### config.mk
export PLATFORM = sky130hd
export DESIGN_NAME = offset_metric_acc
export DESIGN_NICKNAME = d
export VERILOG_FILES = /design/src/rtl/offset_metric_acc.sv
export SDC_FILE = /design/constraint.sdc
export NUM_CORES = 1
export LEC_CHECK = 0
export ABC_AREA = 1
export CAP_MARGIN = 20
export CORE_ASPECT_RATIO = 1.4
export CORE_MARGIN = 1
export CORE_UTILIZATION = 40
export CTS_CLUSTER_SIZE = 25
export DETAILED_ROUTE_END_ITERATION = 8
export PLACE_DENSITY = 0.59
export SLEW_MARGIN = 20
export SYNTH_ARGS = -nofsm -noshare
export SYNTH_HDL_FRONTEND = slang
export SYNTH_SLANG_ARGS = --single-unit
### constraint.sdc
create_clock -name clk -period 8.6 [get_ports clk]
set_input_delay 1.72 -clock clk [delete_from_list [all_inputs] [get_ports clk]]
set_output_delay 1.72 -clock clk [all_outputs]
set_load 0.01 [all_outputs]
### src/rtl/offset_metric_acc.sv
// ============================================================================
// Module      : offset_metric_acc
// Description : Timing-offset scan engine. For each of NUM_OFF candidate
//               offsets it accumulates ACC_LEN squared errors (samp-ref)^2
//               through a 3-stage pipeline and emits one metric per offset.
//               Optional macro OFFSET_METRIC_SAT_EN makes the accumulator
//               saturate at 36'hFFFFFFFFF instead of wrapping modulo 2^36.
//               The expected-sample port is named ref_val because "ref" is a
//               reserved SystemVerilog keyword.
// Revision    : 1.0 - initial release
// ============================================================================
`default_nettype none

module offset_metric_acc #(
    parameter int NUM_OFF = 64,
    parameter int ACC_LEN = 16
) (
    input  logic               clk,
    input  logic               rst,
    input  logic               start,
    input  logic               samp_valid,
    input  logic signed [15:0] samp,
    input  logic signed [15:0] ref_val,
    output logic               min_clr,
    output logic               metric_en,
    output logic        [12:0] idx,
    output logic        [35:0] metric,
    output logic               busy,
    output logic               done
);

    localparam int         c_OFF_W     = 13;
    localparam int         c_CNT_W     = 7;
    localparam logic [c_OFF_W-1:0] c_LAST_OFF  = c_OFF_W'(NUM_OFF - 1);
    localparam logic [c_CNT_W-1:0] c_LAST_SAMP = c_CNT_W'(ACC_LEN - 1);

    typedef enum logic [1:0] {
        ST_IDLE  = 2'd0,
        ST_ACC   = 2'd1,
        ST_DRAIN = 2'd2
    } state_t;

    state_t               r_state;
    state_t               w_state_nxt;
    logic                 r_drain_cnt;

    logic [c_CNT_W-1:0]   r_samp_cnt;
    logic [c_OFF_W-1:0]   r_off_cnt;

    logic                 w_start_ok;
    logic                 w_accept;
    logic                 w_last_samp;
    logic                 w_drain_end;

    logic                 r_s1_vld;
    logic                 r_s1_last;
    logic [c_OFF_W-1:0]   r_s1_off;
    logic signed [16:0]   r_s1_diff;

    logic                 r_s2_vld;
    logic                 r_s2_last;
    logic [c_OFF_W-1:0]   r_s2_off;
    logic [31:0]          r_s2_sq;

    logic [15:0]          w_mag;
    logic [31:0]          w_sq;
    logic [35:0]          r_acc;
    logic [35:0]          w_acc_nxt;

    logic                 r_done_p1;
    logic                 r_done_p2;

    assign w_start_ok  = (r_state == ST_IDLE) && start;
    assign w_accept    = (r_state == ST_ACC) && samp_valid;
    assign w_last_samp = (r_samp_cnt == c_LAST_SAMP);
    assign w_drain_end = (r_state == ST_DRAIN) && r_drain_cnt;
    assign busy        = (r_state != ST_IDLE);

    // State register
    always_ff @(posedge clk) begin
        if (rst) begin
            r_state <= ST_IDLE;
        end else begin
            r_state <= w_state_nxt;
        end
    end

    // Next-state logic
    always_comb begin
        w_state_nxt = r_state;
        case (r_state)
            ST_IDLE:  if (start) w_state_nxt = ST_ACC;
            ST_ACC:   if (w_accept && w_last_samp && (r_off_cnt == c_LAST_OFF))
                          w_state_nxt = ST_DRAIN;
            ST_DRAIN: if (r_drain_cnt) w_state_nxt = ST_IDLE;
            default:  w_state_nxt = ST_IDLE;
        endcase
    end

    // Two-cycle drain timer; zero whenever outside DRAIN
    always_ff @(posedge clk) begin
        if (rst) begin
            r_drain_cnt <= 1'b0;
        end else if (r_state == ST_DRAIN) begin
            r_drain_cnt <= ~r_drain_cnt;
        end else begin
            r_drain_cnt <= 1'b0;
        end
    end

    // Sample and offset counters; sample counter wraps at ACC_LEN
    always_ff @(posedge clk) begin
        if (rst) begin
            r_samp_cnt <= '0;
            r_off_cnt  <= '0;
        end else if (w_start_ok) begin
            r_samp_cnt <= '0;
            r_off_cnt  <= '0;
        end else if (w_accept) begin
            if (w_last_samp) begin
                r_samp_cnt <= '0;
                r_off_cnt  <= r_off_cnt + 1'b1;
            end else begin
                r_samp_cnt <= r_samp_cnt + 1'b1;
            end
        end
    end

    // Minimum-search clear pulse in the cycle following an accepted start
    always_ff @(posedge clk) begin
        if (rst) begin
            min_clr <= 1'b0;
        end else begin
            min_clr <= w_start_ok;
        end
    end

    // Stage 1: difference, with last tag and offset travelling alongside
    always_ff @(posedge clk) begin
        if (rst) begin
            r_s1_vld  <= 1'b0;
            r_s1_last <= 1'b0;
            r_s1_off  <= '0;
            r_s1_diff <= '0;
        end else begin
            r_s1_vld  <= w_accept;
            r_s1_last <= w_accept && w_last_samp;
            r_s1_off  <= r_off_cnt;
            r_s1_diff <= {samp[15], samp} - {ref_val[15], ref_val};
        end
    end

    // |diff| never exceeds 65535, so the square is formed from a 16-bit magnitude
    assign w_mag = r_s1_diff[16] ? 16'(-r_s1_diff) : r_s1_diff[15:0];
    assign w_sq  = {16'd0, w_mag} * {16'd0, w_mag};

    // Stage 2: squared error
    always_ff @(posedge clk) begin
        if (rst) begin
            r_s2_vld  <= 1'b0;
            r_s2_last <= 1'b0;
            r_s2_off  <= '0;
            r_s2_sq   <= '0;
        end else begin
            r_s2_vld  <= r_s1_vld;
            r_s2_last <= r_s1_last;
            r_s2_off  <= r_s1_off;
            r_s2_sq   <= w_sq;
        end
    end

`ifdef OFFSET_METRIC_SAT_EN
    logic [36:0] w_sum;
    assign w_sum     = {1'b0, r_acc} + {5'd0, r_s2_sq};
    assign w_acc_nxt = w_sum[36] ? {36{1'b1}} : w_sum[35:0];
`else
    assign w_acc_nxt = r_acc + {4'd0, r_s2_sq};
`endif

    // Stage 3: accumulate; a tagged square closes the offset and restarts acc
    always_ff @(posedge clk) begin
        if (rst) begin
            r_acc     <= '0;
            metric    <= '0;
            idx       <= '0;
            metric_en <= 1'b0;
        end else begin
            metric_en <= 1'b0;
            if (r_s2_vld) begin
                if (r_s2_last) begin
                    metric    <= w_acc_nxt;
                    idx       <= r_s2_off;
                    metric_en <= 1'b1;
                    r_acc     <= '0;
                end else begin
                    r_acc     <= w_acc_nxt;
                end
            end
        end
    end

    // Done follows the end of DRAIN by two cycles, i.e. two cycles after the
    // final metric_en pulse
    always_ff @(posedge clk) begin
        if (rst) begin
            r_done_p1 <= 1'b0;
            r_done_p2 <= 1'b0;
            done      <= 1'b0;
        end else begin
            r_done_p1 <= w_drain_end;
            r_done_p2 <= r_done_p1;
            done      <= r_done_p2;
        end
    end

endmodule

`default_nettype wire

==> summary.txt, run 1 <==
STA
  – Setup Skew: roughly 0.015 ns
  – Max-slew violation count: 0
  – Setup violators final: 0
  – Slew @ Worst Pin: 1.01 ns
  – RSZ-0062 raised after global routing: no
  – Setup TNS: 0 ns
  – FMAX: 0.133 GHz
  – Final Cycle Share: 0.875
  – Slew margin rel.: 0.323
  – Crit path time final: between 7 and 8 ns
  – Final hold violations: 0

Global route
  – Global-route wire length before repair: approximately 76,000 um
  – Tot GR Track Use: 0.220
  – Antenna violations before repair: 0
  – Vias in the first global route: around 15,000
  – Largest net degree at the start of global routing: 68
  – Global route overflow: 0

Worst setup path
  – CP Class: register to register
  – CP max stage cell: fa_1
  – CP arrival: between 7 and 8 ns
  – Crit path required time: around 9 ns
  – Cell repeated most along the worst path: inv_1
  – Worst Setup End Kind: register
  – Critical-path maximum fanout: 20
  – Startpoint Class: register
  – Max stage delay on crit path: approximately 0.55 ns

Die
  – Core Region: around 0.042 mm2
  – Die width: approximately 180 um
  – Die height: roughly 250 um
  – Initial Util: 0.409
  – Die area: approximately 0.044 mm2
  – Standard-cell row count: approximately 90
  – Top Ports: 89

Job
  – Max-Cap Viols: 0

Synthesis
  – Simple-gate share of the synthesized area: 0.241
  – Mapped Cells: 2,426
  – Number of synthesized flops with an enable pin: 0
  – Syn_area_per_cell: roughly 7.1 um2
  – Yosys Warn Count: 0
  – Distinct cells, synth: between 40 and 50
  – Cell Area, Synth: approximately 0.017 mm2
  – Syn_nets: between 2,000 and 3,000
  – Synth Flop Type: dfxtp_1
  – Largest family of logic cells by synthesized area: adder cells
  – Xor/xnor share of the synthesized area: 0.0197
  – Async set-reset flop share out of synthesis: 0
  – Post-Synth Adder-Cell Area: 0.298
  – #FFs+latches synth: 191
  – Mux share of post-synthesis cell area: 0
  – Compound-cell area share of the yosys netlist: 0.0989
  – Sequential share of the synthesized area: 0.221

CTS
  – CTS tree: yes
  – Clk buf depth: 2
  – Total setup buffers inserted after CTS: 0
  – Clock sink count: approximately 190
  – CTS Buf Count: 17
  – # hold bufs at CTS: 0
  – Clock transition at path regs: roughly 0.080 ns
  – Root Driver: clkbuf_16
  – Clock Latency Late Sink: around 0.46 ns
  – # H-tree levels: 4
  – Post-CTS sizing: 0

Drt
  – DRC viols: 0
  – WL/cell: 15.4 um
  – Via Count: around 15,000
  – Total routed wirelength: ~47,000 um
  – Via/cell ratio: between 4 and 5
  – DRC violation total after the first TritonRoute iteration: ~790
  – First-pass DRT Iterations: 7
  – Antenna Violating Nets Remaining: 0

Place
  – Number of port buffers: between 80 and 90
  – Global placer's final weighted congestion: between 0.9 and 1
  – Half-perimeter wire length after placement: just under 40,000 um

Run status
  – Outcome: completed

Finish
  – Diode count: 0
  – Final net count: 2,839
  – Area grow syn2layout: 11.6%
  – Final Util: 0.456
  – Fill cells: roughly 4,400
  – Layout cells sized above 1: 0.0360

Hold path
  – Worst min path class: register to register
## cell usage after synthesis, types with 3 or more instances
library cell | instances | share of area
o211ai_1 | 5 | 0.0022
nor2_4 | 6 | 0.0039
o21ai_0 | 107 | 0.031
and2_1 | 3 | 0.0011
a21boi_0 | 3 | 0.0013
xor2_1 | 28 | 0.014
nand4_1 | 18 | 0.0065
buf_4 | 3 | 0.0013
nor3_1 | 20 | 0.0058
o21a_1 | 6 | 0.0026
nand2_1 | 488 | 0.11
inv_1 | 491 | 0.11
nand3b_1 | 6 | 0.0026
nand2_2 | 8 | 0.0029
ha_1 | 147 | 0.11
clkbuf_1 | 38 | 0.0082
xnor2_1 | 6 | 0.0030
buf_6 | 3 | 0.0019
inv_2 | 12 | 0.0026
o21bai_1 | 9 | 0.0039
fa_1 | 166 | 0.19
a21o_1 | 13 | 0.0056
nor2_1 | 349 | 0.076
nor2_2 | 14 | 0.0051
dfxtp_1 | 191 | 0.22
nand3_1 | 92 | 0.027
a21oi_1 | 157 | 0.045
o21ai_1 | 3 | 0.00087
nor4_1 | 6 | 0.0022
## critical path, delay by kind of cell, from the launching register on
| kind | cells | cell delay [ns] |
|---|---|---|
| flip-flops | 1 | 0.44 |
| AO/OA/AOI/OAI | 2 | 0.26 |
| adder cells (fa/ha/maj) | 8 | 3.70 |
| buffers and inverters | 10 | 1.03 |
| AND/OR/NAND/NOR | 11 | 2.03 |
## registers in the layout, summed over array words and instances, names as in the netlist, 2 cells and up
register and flops:
idx 13, metric 36, r_acc 36, r_off_cnt 13, r_s1_diff 17, r_s1_off 13, r_s2_off 13, r_s2_sq 31
r_samp_cnt 7, r_state 2
## per-stage QoR
step                cells  setup slack, ns  hold WS (ns)  area (um2)
finish               3049             1.08         0.403       19300
CTS                  3049             1.11         0.408       19300
global placement     3017             1.31         0.389       18700
detailed placement   3017             1.12         0.394       18700
floorplan            2426             2.11         0.388       17300
global route         3049            0.657         0.416       19300
## kinds of logic (layout without fill, tap and decap cells)
logic type,after synthesis,after routing
and+or+nand+nor,1017,1017
adders and majority gates,313,313
xor gates and xnor gates,36,36
AOI/OAI and AO/OA,315,315
buffers and inverters,554,631
DFF,191,191
## layer usage
layer  up-vias  global-route usage  wire length (um)
met5         -                   0                 0
met3       113              0.0249              1190
met2       298               0.421             25100
li1       7574                   -                 -
met4         0               0.105              2080
met1      7014               0.237             18600
## cell type report
cell class              instances  area [um2]  area share
multi-input cells            1681       11400       0.589
flip-flops and latches        191        3820       0.198
inverters                     507        1910      0.0987
repair buffers                 92         908      0.0470
well taps                     546         683      0.0353
clock buffers                  18         439      0.0227
clock inverters                14         176     0.00912
## path summary, 6_finish.rpt
| check | end | cells past startpoint | slack, ns | from |
|---|---|---|---|---|
| setup reg to reg | r_s2_sq[26] | 31 | 1.08 | r_s1_diff[0] |
| hold reg to reg | r_done_p2 | 2 | 0.40 | r_done_p1 |
| hold / removal | r_done_p2 | 2 | 0.40 | r_done_p1 |
| setup / recovery | r_s2_sq[26] | 31 | 1.08 | r_s1_diff[0] |
## layout by cell type (no fill, tap or decap), types with 3 or more instances in the layout
cell | netlist | layout
nand3_1 | 92 | 92
xnor2_1 | 6 | 6
inv_1 | 491 | 490
nor3_1 | 20 | 20
a21o_1 | 13 | 13
a21boi_0 | 3 | 3
o21bai_1 | 9 | 9
a21oi_1 | 157 | 157
nor2_2 | 14 | 14
o21ai_0 | 107 | 107
clkbuf_16 | 0 | 17
inv_8 | 0 | 4
o21a_1 | 6 | 6
fa_1 | 166 | 166
o21ai_1 | 3 | 3
o211ai_1 | 5 | 5
nand2_2 | 8 | 8
ha_1 | 147 | 147
inv_6 | 0 | 3
nor4_1 | 6 | 6
clkdlybuf4s50_1 | 0 | 87
nor2_4 | 6 | 7
clkinv_8 | 0 | 4
dfxtp_1 | 191 | 191
inv_2 | 12 | 12
nand2_1 | 488 | 488
nand4_1 | 18 | 18
buf_4 | 3 | 5
nor2_1 | 349 | 348
nand3b_1 | 6 | 6
and2_1 | 3 | 3
xor2_1 | 28 | 28
Power of run 1 is left out: the tool's default activity adds up to more than one toggle a clock period on the data nets, which glitch-free logic cannot reach.
==> run 2: changes to the inputs <==
Settings changed: ABC_AREA 1 to not set, TNS_END_PERCENT set to 50.
==> run 2 against run 1 <==
Against the previous run:
- synthesized cell count is 23% lower
- final cell count shrank 19%
- clock-buffer cell count fell by 1
- setup slack got worse by 0.57 ns
- cell area shrank 5.8%
- sequential cell count is the same
- wire length down 12%
- utilization up 0.54 points
- critical path depth shrank 8
- sequential share of layout area grew 1.2 points
- via count is 15% lower
- critical endpoint is now r_s2_sq[27]
- highest routed layer unchanged
==> summary.txt, run 2 <==
Die
  – Top Ports: 89 (unchanged)
  – Die area: 0.0410 mm2 (-7.2%)
  – Die height: 239 um (-3.7%)
  – Initial Util: 0.407 (-0.00148)
  – Die width: 171 um (-3.7%)
  – Core Region: 0.0395 mm2 (-6.9%)
  – Standard-cell row count: 86 (-3.4%)

Finish
  – Layout cells sized above 1: 0.0423 (+0.00635)
  – Post-Layout Cell Count: 2,466 (-19%)
  – Diode count: 0 (unchanged)
  – Most frequent cells in the layout: inv_1 (286), nand2_1 (197), dfxtp_1 (191)
  – Commonest non-fill, non-tap cell in the layout: inv_1
  – Final net count: 2,274 (-20%)
  – Final Util: 0.461 (+0.00539)
  – Post-route cell area: 0.0182 mm2 (-5.8%)
  – Area grow syn2layout: 13.3%
  – Biggest regs: metric (36), r_acc (36), r_s2_sq (31)

Synthesis
  – Share of the synthesized area in the top cell type: 0.238 (+0.0173)
  – Most numerous cell in the Yosys netlist: inv_1
  – Mapped Cells: 1,858 (-23%)
  – Cell Area, Synth: 0.0161 mm2 (-7.3%)
  – Syn_area_per_cell: 8.65 um2 (+21%)
  – Number of synthesized flops with an enable pin: 0 (unchanged)
  – Sequential share of the synthesized area: 0.238 (+0.0173)
  – #FFs+latches synth: 191 (unchanged)
  – Post-synth top area cell: dfxtp_1
  – Distinct cells, synth: 71 (+45%)
  – Synth top area cells: dfxtp_1 (24%), fa_1 (21%), ha_1 (11%), inv_1 (6.7%), nand2_1 (4.6%)
  – Syn_nets: 2,207 (-20%)
  – Commonest cells in the netlist: inv_1 (287), nand2_1 (198), dfxtp_1 (191)
  – Yosys Warn Count: 0 (unchanged)
  – Synth Flop Type: dfxtp_1
  – Async set-reset flop share out of synthesis: 0 (unchanged)

Worst setup path
  – CP max stage cell: fa_1
  – CP Cell Sequence: or4_4 > or4_4 > o41ai_4 > xnor2_1 > nand2_1 > fa_1 > inv_1 > fa_1 > fa_1 > fa_1 > fa_1 > inv_1 > fa_1 > inv_1 > ha_1 > nand2_1 > o21ai_0 > a211oi_1 > nor3b_1 > a2111oi_4 > o31ai_1 > a21oi_1 > mux2_2
  – Cell repeated most along the worst path: fa_1
  – Crit path required time: 8.95 ns (-0.03 ns)
  – CP Class: register to register
  – Max stage delay on crit path: 0.61 ns (+0.06 ns)
  – Startpoint Class: register
  – CP arrival: 8.44 ns (+0.54 ns)
  – Reg2Reg Depth: 23 (-26%)
  – Reg-to-Reg End: r_s2_sq[27]
  – Worst Setup End Kind: register
  – Critical-path maximum fanout: 5 (-75%)
  – Reg2reg start: r_s1_diff[3]
  – R2R Setup Slk: 0.51 ns (-0.57 ns)

STA
  – RSZ-0062 raised after global routing: no
  – Slew margin rel.: 0.354 (+0.0310)
  – Max-slew violation count: 0 (unchanged)
  – Final Cycle Share: 0.941 (+0.0658)
  – Setup WS post-layout: 0.510 ns (-0.566 ns)
  – Crit path time final: 8.09 ns (+0.566 ns)
  – Setup TNS: 0 ns (unchanged)
  – Slew @ Worst Pin: 0.963 ns (-0.0505 ns)
  – Final hold violations: 0 (unchanged)
  – Setup Skew: 0.0164 ns (+0.00169 ns)
  – Hold slack: 0.437 ns (+0.0346 ns)
  – Setup violators final: 0 (unchanged)
  – FMAX: 0.124 GHz (-7.0%)

Global route
  – Tot GR Track Use: 0.210 (-0.0100)
  – Largest net degree at the start of global routing: 66 (-2.9%)
  – Global-route wire length before repair: 67,100 um (-12%)
  – Vias in the first global route: 13,300 (-13%)
  – Antenna violations before repair: 0 (unchanged)
  – Global route overflow: 0 (unchanged)

Drt
  – Via/cell ratio: 5.18 (+5.3%)
  – DRC violation total after the first TritonRoute iteration: 670 (-15%)
  – Total routed wirelength: 41,200 um (-12%)
  – WL/cell: 16.7 um (+8.4%)
  – Antenna Violating Nets Remaining: 0 (unchanged)
  – DRC viols: 0 (unchanged)
  – Via Count: 12,800 (-15%)
  – First-pass DRT Iterations: 5 (-2)

CTS
  – Clock Latency Late Sink: 0.46 ns (about the same)
  – CTS tree: yes
  – Clock transition at path regs: 0.09 ns (about the same)
  – # hold bufs at CTS: 0 (unchanged)
  – # H-tree levels: 4 (unchanged)
  – Clk buf depth: 2 (unchanged)
  – Clock sink count: 191 (unchanged)
  – CTS Buf Count: 17 (unchanged)
  – Root Driver: clkbuf_16

Place
  – Half-perimeter wire length after placement: 33,200 um (-15%)
  – Number of port buffers: 88 (unchanged)
  – Global placer's final weighted congestion: 0.929 (-0.36%)
  – Place WS: 0.340 ns (-0.782 ns)
  – Inst Count DP: 2,432 (-19%)
  – Placed Area: 0.0175 mm2 (-6.4%)

Power and ir drop
  – Pwr Total: 7.38 mW
  – Peak supply drop: roughly 380 uV
  – Leak: 8.41 nW
  – PwrDens: around 400 mW/mm2

Hold path
  – Hold Crit Endpoint: r_s2_last
  – Worst min path class: register to register
  – Hold path startpoint: r_s1_last
  – Hold path cells: 1 (-1)

Run status
  – Outcome: completed

Job
  – Max-Cap Viols: 0 (unchanged)
==> run 2: cell types whose count changed after synthesis, sizes merged, moves of 13 or more <==
cell,before,now
nand2,496,198
inv,505,291
nor2,369,175
nand3,93,25
a21oi,158,105
o21ai,111,58
nor2b,0,39
xnor2,8,47
a22o,0,21
xor2,28,44
a21o,13,28
a211oi,2,15
a31oi,2,15
==> run 2: worst max-delay path by stage <==
stage / startpoint / end / slack (ns) / cells past startpoint
global placement: r_s1_diff[4] / r_s2_sq[27] / 0.59 / 24
floorplan: r_s1_diff[0] / r_s2_sq[30] / 0.92 / 29
finish: r_s1_diff[3] / r_s2_sq[27] / 0.51 / 23
global route: r_s1_diff[3] / r_s2_sq[31] / 0.03 / 26
CTS: r_s1_diff[4] / r_s2_sq[27] / 0.30 / 25
detailed placement: r_s1_diff[4] / r_s2_sq[27] / 0.34 / 25
==> run 2: final cells by class <==
cell class              count  area [um2]
well taps                 528         661
inverters                 294        1100
repair buffers            108        1030
flip-flops and latches    191        3820
multi-input cells        1313       10900
clock buffers              17         425
fillers                  3940       21300
clock inverters            15         225
==> run 2: where the power goes <==
group	internal, mW	leakage, nW	switching [mW]
Clock	0.431	0.312	0.421
Sequential	0.982	1.55	0.0537
Combinational	2.18	6.55	3.32
==> run 2: metal layers <==
layer  global-route usage  vias up  wire length [um]
met2                0.388      286             21700
met5                    0        -                 0
met1                0.239     6159             16600
met3               0.0213       81              1140
li1                     -     6245                 -
met4               0.0985        0              1750
==> run 2: critical path, delay by kind of cell, from the launching register on <==
kind	cells	cell delay, ns
flip-flops	1	0.36
multiplexers	1	0.28
AND/OR/NAND/NOR	5	1.72
buffers and inverters	3	0.17
AO/OA/AOI/OAI	6	1.50
adder cells (fa/ha/maj)	7	3.57
XOR/XNOR	1	0.37
==> run 2: cell families (layout without fill, tap and decap cells) <==
family,Yosys count,count (layout),synth area share
buffers and inverters,354,434,0.0829
muxes,4,4,0.00265
adders and majority gates,313,313,0.321
xor gates and xnor gates,91,91,0.0514
DFF,191,191,0.238
and+or+nand+nor,563,563,0.161
AOI/OAI and AO/OA,342,342,0.143
==> run 2: timing repair <==
| item | 4_1_cts | 5_1_grt |
|---|---|---|
| endpoints found under the setup margin | 0 | 3 |
| setup buffers | 0 | 2 |
| gates resized for setup | 0 | 3 |
(Power assumes the default switching activity.)
